`src/rtl/fetch_pc_ctrl_pkg.sv`:
```
// fetch_pc_ctrl_pkg
//  Shared types and constants for the instruction-fetch PC controller.
//  ADDR_W / INST_W : fetch address and instruction widths.
//  RESET_PC_DEF    : default boot vector.
//  state_e         : fetch sequencer states.
package fetch_pc_ctrl_pkg;
  localparam int unsigned ADDR_W = 32;
  localparam int unsigned INST_W = 32;
  localparam logic [ADDR_W-1:0] RESET_PC_DEF = 32'hBFC0_0000;

  typedef enum logic [1:0] {
    ST_BOOT  = 2'd0,
    ST_REQ   = 2'd1,
    ST_HOLD  = 2'd2,
    ST_DRAIN = 2'd3
  } state_e;

  // Sequential next-PC, wraps at 32 bits.
  function automatic logic [ADDR_W-1:0] pc_inc(input logic [ADDR_W-1:0] a);
    return a + ADDR_W'(4);
  endfunction
endpackage

```
`src/rtl/fetch_pc_ctrl_if.sv`:
```
// fetch_pc_ctrl_if
//  Instruction-memory request/ack port.
//  imem_req   : fetch request (held until ack)
//  imem_addr  : fetch address (stable until ack)
//  imem_ack   : fetch complete, imem_rdata valid this cycle
//  imem_rdata : fetched instruction
//  master = fetch unit side, slave = memory side.
interface fetch_pc_ctrl_if;
  import fetch_pc_ctrl_pkg::*;
  logic              imem_req;
  logic [ADDR_W-1:0] imem_addr;
  logic              imem_ack;
  logic [INST_W-1:0] imem_rdata;

  modport master (output imem_req, output imem_addr, input imem_ack, input imem_rdata);
  modport slave  (input imem_req, input imem_addr, output imem_ack, output imem_rdata);
endinterface

```
`src/rtl/fetch_pc_ctrl.sv`:
```
// fetch_pc_ctrl
//  Owns the PC and sequences instruction fetch over the imem req/ack port.
//  Applies ID branch redirects after the delay slot, exception/eret flushes
//  (flush beats everything), and honours IF/ID stalls.
//  Ports:
//   clk, rst                 : clock, synchronous active-high reset
//   stall_if                 : IF/ID must hold
//   flush, flush_pc          : exception/eret redirect
//   branch_flag, branch_addr : taken branch from ID
//   imem                     : fetch port (master)
//   if_valid, if_pc, if_inst : instruction presented to IF/ID
module fetch_pc_ctrl
  import fetch_pc_ctrl_pkg::*;
#(
  parameter logic [ADDR_W-1:0] RESET_PC = RESET_PC_DEF
) (
  input  logic              clk,
  input  logic              rst,
  input  logic              stall_if,
  input  logic              flush,
  input  logic [ADDR_W-1:0] flush_pc,
  input  logic              branch_flag,
  input  logic [ADDR_W-1:0] branch_addr,
  fetch_pc_ctrl_if.master   imem,
  output logic              if_valid,
  output logic [ADDR_W-1:0] if_pc,
  output logic [INST_W-1:0] if_inst
);
  state_e            state_q, state_d;
  logic [ADDR_W-1:0] pc_q, pc_d;          // next address to fetch
  logic [ADDR_W-1:0] req_addr_q, req_addr_d;  // address of current fetch
  logic              redir_v_q, redir_v_d;
  logic [ADDR_W-1:0] redir_addr_q, redir_addr_d;
  logic [INST_W-1:0] buf_q, buf_d;
  logic              if_valid_q, if_valid_d;
  logic [ADDR_W-1:0] if_pc_q, if_pc_d;
  logic [INST_W-1:0] if_inst_q, if_inst_d;
  logic [ADDR_W-1:0] next_pc;
  logic              br_take;

  assign imem.imem_req  = (state_q == ST_REQ) || (state_q == ST_DRAIN);
  assign imem.imem_addr = req_addr_q;
  assign if_valid       = if_valid_q;
  assign if_pc          = if_pc_q;
  assign if_inst        = if_inst_q;

  always_comb begin
    state_d      = state_q;
    pc_d         = pc_q;
    req_addr_d   = req_addr_q;
    redir_v_d    = redir_v_q;
    redir_addr_d = redir_addr_q;
    buf_d        = buf_q;
    if_valid_d   = if_valid_q;
    if_pc_d      = if_pc_q;
    if_inst_d    = if_inst_q;
    next_pc      = redir_v_q ? redir_addr_q : pc_inc(req_addr_q);
    br_take      = branch_flag & ~stall_if;

    if (state_q == ST_BOOT) begin
      req_addr_d = pc_q;
      state_d    = ST_REQ;
    end else if (flush) begin
      pc_d       = flush_pc;
      redir_v_d  = 1'b0;
      if_valid_d = 1'b0;
      buf_d      = '0;
      // An outstanding fetch cannot be aborted; let it land in DRAIN.
      if ((state_q == ST_REQ && !imem.imem_ack) || state_q == ST_DRAIN) begin
        state_d = ST_DRAIN;
      end else begin
        req_addr_d = flush_pc;
        state_d    = ST_REQ;
      end
    end else begin
      case (state_q)
        ST_REQ: begin
          if (imem.imem_ack) begin
            redir_v_d = 1'b0;
            if (!stall_if) begin
              if_valid_d = 1'b1;
              if_pc_d    = req_addr_q;
              if_inst_d  = imem.imem_rdata;
              // The ack just delivered the delay slot, go straight to target.
              pc_d       = br_take ? branch_addr : next_pc;
              req_addr_d = br_take ? branch_addr : next_pc;
            end else begin
              buf_d   = imem.imem_rdata;
              pc_d    = next_pc;
              state_d = ST_HOLD;
            end
          end else if (!stall_if) begin
            if_valid_d = 1'b0;
            // Delay slot still in flight: remember target for its ack.
            if (branch_flag) begin
              redir_v_d    = 1'b1;
              redir_addr_d = branch_addr;
            end
          end
        end
        ST_HOLD: begin
          // req_addr still names the buffered instruction.
          if (!stall_if) begin
            if_valid_d = 1'b1;
            if_pc_d    = req_addr_q;
            if_inst_d  = buf_q;
            pc_d       = branch_flag ? branch_addr : pc_q;
            req_addr_d = branch_flag ? branch_addr : pc_q;
            state_d    = ST_REQ;
          end
        end
        ST_DRAIN: begin
          if (imem.imem_ack) begin
            req_addr_d = pc_q;
            state_d    = ST_REQ;
          end
        end
        default: state_d = ST_BOOT;
      endcase
    end
  end

  always_ff @(posedge clk) begin
    if (rst) begin
      state_q      <= ST_BOOT;
      pc_q         <= RESET_PC;
      req_addr_q   <= '0;
      redir_v_q    <= 1'b0;
      redir_addr_q <= '0;
      buf_q        <= '0;
      if_valid_q   <= 1'b0;
      if_pc_q      <= '0;
      if_inst_q    <= '0;
    end else begin
      state_q      <= state_d;
      pc_q         <= pc_d;
      req_addr_q   <= req_addr_d;
      redir_v_q    <= redir_v_d;
      redir_addr_q <= redir_addr_d;
      buf_q        <= buf_d;
      if_valid_q   <= if_valid_d;
      if_pc_q      <= if_pc_d;
      if_inst_q    <= if_inst_d;
    end
  end
endmodule

```
`src/flat_wrapper.sv`:
```
// flat-port wrapper written by rule: the top's interface ports become plain ports
module fetch_pc_ctrl_flat import fetch_pc_ctrl_pkg::*;
#(
  parameter logic [ADDR_W-1:0] RESET_PC = RESET_PC_DEF
)
  (clk, rst, stall_if, flush, flush_pc, branch_flag, branch_addr, if_valid, if_pc, if_inst, imem_imem_req, imem_imem_addr, imem_imem_ack, imem_imem_rdata);
  fetch_pc_ctrl_if imem_i ();
  input  logic clk;
  input  logic rst;
  input  logic stall_if;
  input  logic flush;
  input  logic [ADDR_W-1:0] flush_pc;
  input  logic branch_flag;
  input  logic [ADDR_W-1:0] branch_addr;
  output logic if_valid;
  output logic [ADDR_W-1:0] if_pc;
  output logic [INST_W-1:0] if_inst;
  output wire logic [$bits(imem_i.imem_req)-1:0] imem_imem_req;
  output wire logic [$bits(imem_i.imem_addr)-1:0] imem_imem_addr;
  input wire logic [$bits(imem_i.imem_ack)-1:0] imem_imem_ack;
  input wire logic [$bits(imem_i.imem_rdata)-1:0] imem_imem_rdata;
  assign imem_imem_req = imem_i.imem_req;
  assign imem_imem_addr = imem_i.imem_addr;
  assign imem_i.imem_ack = imem_imem_ack;
  assign imem_i.imem_rdata = imem_imem_rdata;
  fetch_pc_ctrl #(.RESET_PC(RESET_PC)) u_core (.clk(clk), .rst(rst), .stall_if(stall_if), .flush(flush), .flush_pc(flush_pc), .branch_flag(branch_flag), .branch_addr(branch_addr), .imem(imem_i), .if_valid(if_valid), .if_pc(if_pc), .if_inst(if_inst));
endmodule
```
`config.mk`:
```
export PLATFORM = sky130hd
export DESIGN_NAME = fetch_pc_ctrl_flat
export DESIGN_NICKNAME = d
export VERILOG_FILES = /design/src/rtl/fetch_pc_ctrl_pkg.sv /design/src/rtl/fetch_pc_ctrl_if.sv /design/src/rtl/fetch_pc_ctrl.sv /design/src/flat_wrapper.sv
export SDC_FILE = /design/constraint.sdc
export NUM_CORES = 1
export LEC_CHECK = 0
export CAP_MARGIN = 40
export CORE_ASPECT_RATIO = 1.5
export CORE_MARGIN = 3
export CORE_UTILIZATION = 39
export CTS_BUF_LIST = sky130_fd_sc_hd__clkbuf_8
export CTS_CLUSTER_SIZE = 25
export DETAILED_ROUTE_END_ITERATION = 16
export GPL_TIMING_DRIVEN = 1
export SLEW_MARGIN = 40
export SYNTH_ARGS = -nofsm -noshare
export SYNTH_HDL_FRONTEND = slang
export SYNTH_SLANG_ARGS = --single-unit
```
`constraint.sdc`:
```
create_clock -name clk -period 5.3 [get_ports clk]
set_clock_uncertainty 0.1 [all_clocks]
set_input_delay 1.06 -clock clk [delete_from_list [all_inputs] [get_ports clk]]
set_output_delay 1.06 -clock clk [all_outputs]
set_load 0.05 [all_outputs]
```
==> reports/metrics.cfg, run 1 <==
[clock_network]
post_cts_buffers=0
clk_pin_slew_ns=0.09
numCtsBuffers=17
h-tree-depth=4
tritoncts=done
clk_path_buf_depth=2
ctsHoldBuffers=0
cts_resized=0
clock_sinks=196
insertion_delay_ns=0.48
cts-root-buf=clkbuf_8

[placement]
port_buffers=199
gp_congestion=0.849
hpwlAfterDp_um=23600
place_ws_ns=1.81

[route]
wirelength_um=36300
vias_per_cell=5.84
final_antenna_net_count=0
wl_per_cell_um=20.5
drt_iter0_markers=879
drc=0
routed-via-count=10343
drt_first_pass_iters=7

[floorplan]
die_w_um=137
die_h_um=203
num_rows=71
core_mm2=0.0252
io_pins=200
dieArea_mm2=0.0278
start_util_pct=39.9

[yosys]
synth_nets=1415
synth_area_leaders=dfxtp_1, a21oi_1, nand2_1, mux2i_1, nor2_1
yosysTopAreaCellShare_pct=39.0
syn_avg_cell_area_um2=7.71
synthesis.area_mm2=0.0101
netlist_top_cells_count=dfxtp_1, nand2_1, a21oi_1
netlist_instances=1306
ys_seq_elements=196
synth_edf_count=0
ys_seq_area_share_pct=39.0
synth.most_common_cell=dfxtp_1
ys.warnings.count=0
ys_types=62
ys.flop_type=dfxtp_1
synth_top_cell_by_area=dfxtp_1
synthArstFlopShare_pct=0

[sta]
hold_viol_final=0
fin_crit_ns=3.64
relSlewSlack_pct=48.2
finalMaxSlewViolations=0
fmaxAchievable_mhz=275
setup_ws_ns=1.66
setup_viol=0
final.setup.tns_ns=0
rsz0062_at_grt=no
timing.final.crit_share_pct=68.6
worst_slew_pin_slew_ns=0.777

[global_routing]
grt_usage_pct=25.5
grt_remaining_overflow=0
grt_pass1_vias=9854
grt_pass1_wl_um=55500
antenna_found_initial=0
grt_max_degree=87

[critical_path]
endpoint_kind=output pin
path_class=flip-flop to output pin
slowest_stage=clkdlybuf4s50_1
cp.arrival_ns=2.48
cpLargestDelayFamily=buffers and inverters
required_ns=4.14
startpoint_type=flip-flop
worst-path-buf-inv=2
cp_max_fo=9
path_cells=inv_1 -> ha_1 -> or2_2 -> clkdlybuf4s50_1
slowest_delay_ns=0.72

[final_layout]
area_growth_pct=25.4
layout.nets=1540
drive_gt1_share_pct=6.30
n_antenna_cell=0
seq_area_mm2=0.00392
fillers=2573
multi_input_area_mm2=0.00565

[min_path]
hp-class=flip-flop to flip-flop

[job]
maxCapViolCount=0

[run_status]
status=complete, no violations

[pwr]
irDropWorstVdd_mv=0.177
p_leak_nw=4.22
p_per_area_mw_per_mm2=290

-- layer usage --
| layer | vias up | track usage (%) | wire, um |
|---|---|---|---|
| met5 | - | 0 | 0 |
| met4 | 0 | 10.8 | 1290 |
| met3 | 69 | 5.38 | 2360 |
| met2 | 389 | 43.6 | 18100 |
| met1 | 4929 | 30.7 | 14500 |
| li1 | 4956 | - | - |
-- stage by stage --
stage / hold WS, ns / cell area, um2 / utilization, % / cells / power (mW)
6_report: 0.353 / 12600 / 50.1 / 1772 / 3.66
5_1_grt: 0.367 / 12600 / 50.1 / 1772 / 3.83
4_1_cts: 0.355 / 12600 / 50.0 / 1772 / 3.69
3_5_place_dp: 0.342 / 12300 / 48.7 / 1740 / 2.79
3_3_place_gp: 0.337 / 12300 / 48.6 / 1739 / 2.78
2_1_floorplan: 0.331 / 10100 / - / 1306 / 2.37
-- power breakdown --
part | switching (mW) | internal, mW | total [mW]
combinational | 0.661 | 0.392 | 1.05
clock | 0.555 | 0.333 | 0.888
sequential | 0.145 | 1.57 | 1.72
total | 1.36 | 2.30 | 3.66
-- registers in the layout, indices dropped and copies added (netlist names) --
register,count
u_core.buf_q,32
u_core.if_inst,32
u_core.if_pc,32
u_core.imem.imem_addr,32
u_core.pc_q,32
u_core.redir_addr_q,32
u_core.state_q,2
u_core.if_valid,1
u_core.redir_v_q,1
-- cell families (layout without fill, tap and decap cells) --
logic type               Yosys count  count (layout)  synth area share, %
buffers and inverters            139             277                 5.33
flip-flops                       196             196                 39.0
AO/OA/AOI/OAI                    429             429                 26.8
XOR/XNOR                          14              14                 1.22
AND/OR/NAND/NOR                  449             449                 19.6
multiplexers                      72              72                 7.31
adder cells (fa/ha/maj)            7               7                0.870
-- worst reg2reg max path: cells and delay by family (launching register included) --
family | cells | cell delay [ns]
flip-flops | 1 | 0.64
AO/OA/AOI/OAI | 3 | 0.70
AND/OR/NAND/NOR | 3 | 1.68
-- path summary, 6_finish.rpt --
| kind | to | from | depth (start not counted) | slack (ns) |
|---|---|---|---|---|
| setup / recovery | imem_imem_req | u_core.state_q[1] | 4 | 1.66 |
| hold / removal | u_core.redir_addr_q[10] | u_core.redir_addr_q[10] | 2 | 0.35 |
| setup reg to reg | u_core.imem.imem_addr[30] | u_core.imem.imem_addr[12] | 6 | 2.10 |
| hold reg to reg | u_core.redir_addr_q[10] | u_core.redir_addr_q[10] | 2 | 0.35 |
-- cell type report --
cell class,instances,area share [%]
Tap cell,328,3.25
Inverter,19,0.565
Timing Repair Buffer,226,17.7
Clock buffer,18,1.96
Multi-Input combinational cell,971,44.7
Sequential cell,196,31.1
Clock inverter,14,0.713
-- cells in the final DEF (no fill, tap or decap), types with 5 or more instances in the layout --
cell type,count
a2111oi_0,6
inv_1,21
nand4_1,11
o21ai_0,78
a22oi_1,36
or4_1,12
a221oi_1,11
ha_1,5
buf_4,24
clkdlybuf4s50_1,196
mux2_2,12
xor2_1,5
a21oi_1,163
and3_1,14
nor4_1,5
nand2b_1,8
a31oi_1,19
nand3b_1,5
a211oi_1,46
clkbuf_8,18
and4_1,5
nor2_1,145
a311oi_1,8
nor3_1,14
a222oi_1,9
dfxtp_1,196
xnor2_1,9
o31ai_1,9
nand2_1,193
nand3_1,21
mux2i_1,59
Note: power is estimated with default switching activity, not from simulation.
==> inputs of run 2 (changes only) <==
Clock period 5.3 ns to 3.4 ns, I/O delays scaled along.
==> run 2 against run 1 <==
Net effect:
- non-clock buffer count increased by 29
- critical path depth is the same
- hold slack about the same
- critical endpoint unchanged
- register-to-register slack worse by 1.6 ns
- via count up 1.2%
- final area is 2.5% higher
- highest routed layer unchanged
- sequential cell count is the same
- clock-buffer cell count shrank 1
- sequential power grew 53%
- power rose by 65%
==> reports/metrics.cfg, run 2 (synthesis gave the netlist of run 1 again) <==
[run_status]
status=complete, no violations

[critical_path]
cp.arrival_ns=2.47  ; about the same
endpoint_kind=output pin
slowest_stage=clkdlybuf4s50_1
startpoint_type=flip-flop
cp_max_fo=9  ; unchanged
required_ns=2.62  ; -1.52 ns
path_class=flip-flop to output pin
slowest_delay_ns=0.72  ; about the same
path_cells=inv_1 -> ha_1 -> or2_2 -> clkdlybuf4s50_1

[global_routing]
grt_pass1_wl_um=56700  ; +2.2%
grt_remaining_overflow=0  ; unchanged
met1_usage_pct=31.1  ; +0.38 points
grt_use_met2_pct=44.8  ; +1.2 points
grt_pass1_vias=10065  ; +2.1%
antenna_found_initial=0  ; unchanged
grt_usage_pct=26.1  ; +0.55 points
grt_max_degree=156  ; +79%
top_usage_layer=met2
grt_use_met3_pct=5.08  ; -0.30 points

[route]
vias_per_cell=5.81  ; -0.48%
drc=0  ; unchanged
wl_per_cell_um=20.5  ; about the same
drt_first_pass_iters=6  ; -1
wirelength_um=36900  ; +1.6%
final_antenna_net_count=0  ; unchanged
routed-via-count=10462  ; +1.2%
drt_iter0_markers=802  ; -8.8%

[floorplan]
die_w_um=137  ; unchanged
die_h_um=203  ; unchanged
num_rows=71  ; unchanged
start_util_pct=39.9  ; unchanged
io_pins=200  ; unchanged
dieArea_mm2=0.0278  ; unchanged
core_mm2=0.0252  ; unchanged

[final_layout]
final_cell_mix=clkdlybuf4s50_1, dfxtp_1, nand2_1
fillers=2527  ; -1.8%
fin_cells=1801  ; +1.6%
area_growth_pct=28.5
fin_util_pct=51.3  ; +1.2 points
drive_gt1_share_pct=8.01  ; +1.7 points
n_antenna_cell=0  ; unchanged
layout.nets=1569  ; +1.9%

[sta]
hold_viol_final=0  ; unchanged
final.setup.tns_ns=0  ; unchanged
finalMaxSlewViolations=0  ; unchanged
rsz0062_at_grt=no
worst_slew_pin_slew_ns=0.864  ; +0.0868 ns
fmaxAchievable_mhz=308
timing.final.crit_share_pct=95.5
setup_viol=0  ; unchanged
relSlewSlack_pct=42.4  ; -5.8 points
setup_ws_ns=0.152  ; -1.51 ns
fin_crit_ns=3.25

[pwr]
p_per_area_mw_per_mm2=466  ; +61%
total_power_mw=6.04  ; +65%
irDropWorstVdd_mv=0.302  ; +71%
p_leak_nw=4.41  ; +4.4%

[clock_network]
clock_sinks=196  ; unchanged
ctsHoldBuffers=0  ; unchanged
h-tree-depth=4  ; unchanged
clk_path_buf_depth=2  ; unchanged
clk_pin_slew_ns=0.10  ; about the same
cts-root-buf=clkbuf_8
cts_resized=0  ; unchanged
insertion_delay_ns=0.48  ; about the same
numCtsBuffers=17  ; unchanged
post_cts_buffers=0  ; unchanged
tritoncts=done

[min_path]
hp-class=flip-flop to flip-flop

[placement]
hpwlAfterDp_um=24400  ; +3.4%
place_inst=1769  ; +1.7%
place_ws_ns=0.556  ; -1.26 ns
port_buffers=199  ; unchanged
gp_congestion=0.877  ; +3.3%

[job]
maxCapViolCount=0  ; unchanged

==> run 2: changes by cell type in the layout (fill, tap and decap cells not counted), moves of 2 or more <==
cell / delta
bufinv_16: +4
clkinv_4: -3
buf_12: +2
buf_4: +27
==> run 2: path summary, 6_finish.rpt <==
check        depth (start not counted)  slack (ns)                      from                   endpoint
max                                  4        0.15         u_core.state_q[1]              imem_imem_req
min                                  2        0.35   u_core.redir_addr_q[14]    u_core.redir_addr_q[14]
max reg2reg                          7        0.51  u_core.imem.imem_addr[2]  u_core.imem.imem_addr[30]
min reg2reg                          2        0.35   u_core.redir_addr_q[14]    u_core.redir_addr_q[14]
==> run 2: stage by stage <==
step,hold WS (ns),area (um2)
2_1_floorplan,0.331,10100
3_3_place_gp,0.337,12500
3_5_place_dp,0.343,12500
4_1_cts,0.358,12900
5_1_grt,0.371,12900
6_report,0.353,12900
==> run 2: layout make-up <==
| cell class | instances | area (um2) | share of cell area, % |
|---|---|---|---|
| multi-input combinational | 971 | 5640 | 43.6 |
| inverter | 19 | 71.3 | 0.551 |
| timing repair buffer | 255 | 2470 | 19.1 |
| clock inverter | 15 | 186 | 1.44 |
| sequential | 196 | 3920 | 30.3 |
| clock buffer | 17 | 234 | 1.81 |
| tap | 328 | 410 | 3.17 |
==> run 2: power by group <==
group	leakage [nW]	internal [mW]	switching [mW]
Sequential	1.60	2.45	0.190
Combinational	2.59	0.658	1.08
Clock	0.223	0.797	0.864
==> run 2: metal layers <==
| layer | wire length [um] | up-vias |
|---|---|---|
| li1 | - | 5026 |
| met5 | 0 | - |
| met4 | 1490 | 0 |
| met3 | 2640 | 92 |
| met2 | 18300 | 426 |
| met1 | 14400 | 4918 |
==> run 2: critical path, delay by kind of cell, from the launching register on <==
| family | cells | cell delay, ns |
|---|---|---|
| and+or+nand+nor | 1 | 0.31 |
| buffers and inverters | 2 | 0.87 |
| adders and majority gates | 1 | 0.31 |
| DFF | 1 | 0.51 |
